==> config.mk <==
export PLATFORM = sky130hd
export DESIGN_NAME = jet_feature_loader
export DESIGN_NICKNAME = d
export VERILOG_FILES = /design/src/rtl/jet_tag_pkg.sv /design/src/rtl/jet_feature_loader.sv
export SDC_FILE = /design/constraint.sdc
export NUM_CORES = 1
export LEC_CHECK = 0
export CAP_MARGIN = 10
export CORE_ASPECT_RATIO = 2
export CORE_MARGIN = 1.5
export CORE_UTILIZATION = 45
export DETAILED_ROUTE_END_ITERATION = 8
export MAX_ROUTING_LAYER = met4
export PLACE_DENSITY = 0.76
export SKIP_LAST_GASP = 1
export SLEW_MARGIN = 25
export SYNTH_ARGS = -nofsm -noshare
export SYNTH_HDL_FRONTEND = slang
export SYNTH_SLANG_ARGS = --single-unit
export TNS_END_PERCENT = 5
==> constraint.sdc <==
create_clock -name clk -period 3.3 [get_ports clk]
set_clock_uncertainty 0.05 [all_clocks]
set_input_delay 0.66 -clock clk [delete_from_list [all_inputs] [get_ports clk]]
set_output_delay 0.66 -clock clk [all_outputs]
set_load 0.02 [all_outputs]
==> src/rtl/jet_tag_pkg.sv <==
// Shared types and default sizes for the batchnorm jet-tagging datapath.
package jet_tag_pkg;

  localparam int unsigned JT_WIDTH       = 16;
  localparam int unsigned JT_NFRAC       = 10;
  localparam int unsigned JT_INPUT_SIZE  = 16;
  localparam int unsigned JT_OUTPUT_SIZE = 5;

  typedef logic signed [JT_WIDTH-1:0] feat_t;

  typedef enum logic [1:0] {
    FILL      = 2'd0,
    FILL_DROP = 2'd1,
    ISSUE     = 2'd2,
    WAIT      = 2'd3
  } loader_state_e;

endpackage

==> src/rtl/jet_feature_loader.sv <==
// Streams signed features into a frame buffer and hands complete frames to the
// network core as a stable parallel array, holding off until the core is done.
module jet_feature_loader
  import jet_tag_pkg::*;
#(
  parameter int unsigned WIDTH      = JT_WIDTH,
  parameter int unsigned NFRAC      = JT_NFRAC,
  parameter int unsigned INPUT_SIZE = JT_INPUT_SIZE,
  parameter int unsigned CNT_W      = $clog2(INPUT_SIZE)
) (
  input  logic                    clk,
  input  logic                    reset,
  input  logic                    s_valid,
  output logic                    s_ready,
  input  logic signed [WIDTH-1:0] s_data,
  input  logic                    s_last,
  output logic                    input_ready,
  output logic signed [WIDTH-1:0] input_data [INPUT_SIZE],
  input  logic                    nn_done,
  output logic                    busy,
  output logic                    frame_err,
  output logic [15:0]             frame_count
);

  localparam int unsigned LAST_IDX = INPUT_SIZE - 1;

  // Fixed-point format is only meaningful if the integer part exists.
  if (NFRAC >= WIDTH) begin : g_bad_nfrac
    $error("NFRAC must be smaller than WIDTH");
  end
  if (INPUT_SIZE < 2) begin : g_bad_size
    $error("INPUT_SIZE must be at least 2");
  end

  loader_state_e          state_q, state_d;
  logic [CNT_W-1:0]       cnt_q, cnt_d;
  logic signed [WIDTH-1:0] asm_buf [LAST_IDX];
  logic                   beat;
  logic                   buf_we;
  logic                   capture;
  logic                   err_d;

  // Reset overrides acceptance so no beat is consumed while the loader clears.
  assign s_ready = !reset && ((state_q == FILL) || (state_q == FILL_DROP));
  assign beat    = s_valid && s_ready;

  always_ff @(posedge clk) begin
    if (reset) begin
      state_q <= FILL;
    end else begin
      state_q <= state_d;
    end
  end

  always_comb begin
    state_d = state_q;
    cnt_d   = cnt_q;
    buf_we  = 1'b0;
    capture = 1'b0;
    err_d   = 1'b0;
    case (state_q)
      FILL: begin
        if (beat) begin
          if (cnt_q == CNT_W'(LAST_IDX)) begin
            cnt_d = '0;
            if (s_last) begin
              capture = 1'b1;
              state_d = ISSUE;
            end else begin
              err_d   = 1'b1;
              state_d = FILL_DROP;
            end
          end else begin
            buf_we = 1'b1;
            if (s_last) begin
              err_d = 1'b1;
              cnt_d = '0;
            end else begin
              cnt_d = cnt_q + 1'b1;
            end
          end
        end
      end
      FILL_DROP: begin
        if (beat && s_last) state_d = FILL;
      end
      // A completion already seen during the strobe cycle skips WAIT.
      ISSUE:   state_d = nn_done ? FILL : WAIT;
      WAIT:    if (nn_done) state_d = FILL;
      default: state_d = FILL;
    endcase
  end

  always_ff @(posedge clk) begin
    if (reset) begin
      cnt_q       <= '0;
      input_ready <= 1'b0;
      frame_err   <= 1'b0;
      busy        <= 1'b0;
      frame_count <= '0;
      for (int unsigned i = 0; i < LAST_IDX; i++) asm_buf[i] <= '0;
      for (int unsigned i = 0; i < INPUT_SIZE; i++) input_data[i] <= '0;
    end else begin
      cnt_q       <= cnt_d;
      input_ready <= capture;
      frame_err   <= err_d;
      busy        <= (state_d == ISSUE) || (state_d == WAIT);
      if (buf_we) asm_buf[cnt_q] <= s_data;
      // Final beat bypasses the buffer so the frame lands in one edge.
      if (capture) begin
        for (int unsigned i = 0; i < LAST_IDX; i++) input_data[i] <= asm_buf[i];
        input_data[LAST_IDX] <= s_data;
        frame_count          <= frame_count + 16'd1;
      end
    end
  end

endmodule

==> impl_metrics.ini <==
[worst_hold_path]
hp-class = in -> reg
hold_start = reset

[global_route]
grt_pass1_wl_um = 78800
overflow = 0
grtUsageTotal_pct = 24.62
first_global_vias = 13706
grt_max_degree = 197
grtUsageMet2_pct = 42.34
grt_use_met3_pct = 2.682
use_met1_pct = 26.80
antenna_found_initial = 6
grt_busiest_layer = met2

[power]
powerDensity_nw_per_um2 = 515.3
irDropWorstVdd_mv = 0.4854
p_total_mw = 12.44
power_leakage_nw = 9.078

[critical_path]
crit_chain = ha_2 -> and3_1 -> ha_1 -> nand3_1 -> or3_4 -> nor3_1 -> mux2_2
cp_slowest_stage_delay_ns = 0.45
worstPathMaxFanout = 7
endpoint = frame_count[14]
cp.buffers_inverters = 0
cp_num_cells = 7
critical_path.top_delay_family = simple AND/OR/NAND/NOR gates
worstPathRequired_ns = 3.69
cp-end-kind = flip-flop
criticalPathCategory = reg -> reg
rr_endpoint = frame_count[14]
crit_start = cnt_q[0]
r2r_start = cnt_q[0]
cp.arrival_ns = 3.04
cp-start-kind = flip-flop
rr_worst_depth = 7
cp_slowest_cell = or3_4
rrSetupSlack_ns = 0.65

[clocking]
cts.clk_slew.worst_paths_ns = 0.07
clkSinkCount = 520
cts_buffer_depth = 3
hold_buffers = 0
cts_tree = built
cts_htree_levels = 2
clkLatencyLatePin_ns = 0.55
postCtsSetupBuffers = 0
clock-root-buffer = clkbuf_16
post_cts_resized = 0
numCtsBuffers = 43

[synthesis]
synth.area.top_cells = edfxtp_1, dfxtp_1, nand2_1
synth_cells = 1818
synth_top_area_cell = edfxtp_1
synth_warnings = 0
yosysSeqAreaShare_pct = 67.42
syn_area_per_cell_sq_um = 10.45
postSynthRegisterBits = 520
synth_top_area_share_pct = 37.92
syn-num-nets = 1845
ys_types = 40
netlist_area_sq_um = 19000

[floorplan]
initial_core_util_pct = 45.49
pin_count = 297
die_w_um = 148.3
die_y_um = 293.6
num_rows = 106
die_area_sq_um = 43550
core_sq_um = 41780

[run]
maxCapViolCount = 0

[detailed_routing]
vias = 14249
first_iter_violations = 963
drt_pass1_iterations = 5
vias_per_cell = 5.412
drc = 0
wl_per_cell_um = 20.03
ant_nets = 0
totalWireLength_um = 52730

[final_layout]
syn_to_final_growth_pct = 27.03
nets = 2085
multi_input_area_sq_um = 5550
fillers = 3450
final_common_cell = nand2_1
layout_common_cells = nand2_1, clkdlybuf4s50_1, dfxtp_1
drive_gt1_share_pct = 6.931
regArea_sq_um = 12810

[timing]
setup_viol = 0
rsz0062_at_grt = false
worstMarginPinSlew_ns = 0.9266
slew_headroom_pct = 38.22
fmax_mhz = 377.5
min_period_ns = 2.649
setup_tns_ns = 0
hold_ws_ns = 0.3887
hold_viol = 0
timing.final.crit_share_pct = 80.28
setup_slack_ns = 0.6507
drv_slew = 0

[placement]
dpl.hpwl_um = 34500
portBuffers = 296
place_ws_ns = 0.1498
gp_congestion = 0.8149

[run_status]
status = completed
## per-layer routing
| layer | vias to the layer above | part of all wire, % | wire length [um] |
|---|---|---|---|
| met3 | 181 | 6.1 | 3219 |
| met2 | 607 | 51 | 26830 |
| met5 | - | 0 | 0 |
| met1 | 6784 | 35 | 18720 |
| met4 | 0 | 7.5 | 3959 |
| li1 | 6677 | - | - |
## layout make-up
type / instances / share of cell area [%]
well taps: 540 / 2.799
multi-input cells: 1130 / 22.99
diodes: 1 / 0.01037
inverters: 6 / 0.1244
flip-flops and latches: 520 / 53.07
clock inverters: 18 / 0.6789
repair buffers: 357 / 15.07
clock buffers: 61 / 5.255
## registers in the layout (all words and copies together) (netlist names), named ones only
name         cells
input_ready      1
input_data     256
frame_count     16
frame_err        1
asm_buf        240
cnt_q            4
## Yosys cell counts, drive strengths merged
cell and n:
nand2 519, dfxtp 280, a21oi 263, and3 241, edfxtp 240, clkbuf 136
buf 26, nor2 20, a21o 15, nand3 11, xnor2 9, nor3 8
ha 6, inv 6, nor4 6, nor2b 5, mux2 3, nand4 3
a211oi 2, a31oi 2, nor3b 2, nor4b 2, o21ai 2, or3 2
and2 1, and4 1, and4b 1, mux2i 1, nand2b 1, o21a 1
or3b 1, or4b 1, xor2 1
## logic make-up (layout without fill, tap and decap cells)
logic type               count (synthesis)  count (layout)  share of synthesized area [%]
AO/OA/AOI/OAI                          285             285                          7.756
XOR/XNOR                                10              10                         0.4609
adder cells (fa/ha/maj)                  6               6                         0.3950
buffers and inverters                  168             442                          3.568
flip-flops                             520             520                          67.42
multiplexers                             4               4                         0.2304
other                                    0               1                              0
AND/OR/NAND/NOR                        825             825                          20.17
## how the worst min path moves through the flow
stage,endpoint,slack [ns],cells past startpoint
after floorplan,input_data[100],0.42,2
after global placement,input_data[79],0.39,2
after detailed placement,input_data[79],0.40,2
after CTS,cnt_q[2],0.37,2
after global routing,cnt_q[2],0.40,2
final,cnt_q[2],0.39,2
## where the power goes
part           internal, mW  switching, mW  total [mW]
logic                0.0981          0.269       0.367
registers              6.83         0.0447        6.88
clock network          2.89           2.30        5.19
## through the flow
step	util, %	cells	instance area [sq um]
2_1_floorplan	-	1818	19000
3_3_place_gp	54.35	2553	22710
3_5_place_dp	54.35	2553	22710
4_1_cts	57.78	2632	24140
5_1_grt	57.78	2632	24140
6_report	57.79	2633	24140
(Power assumes the default switching activity.)
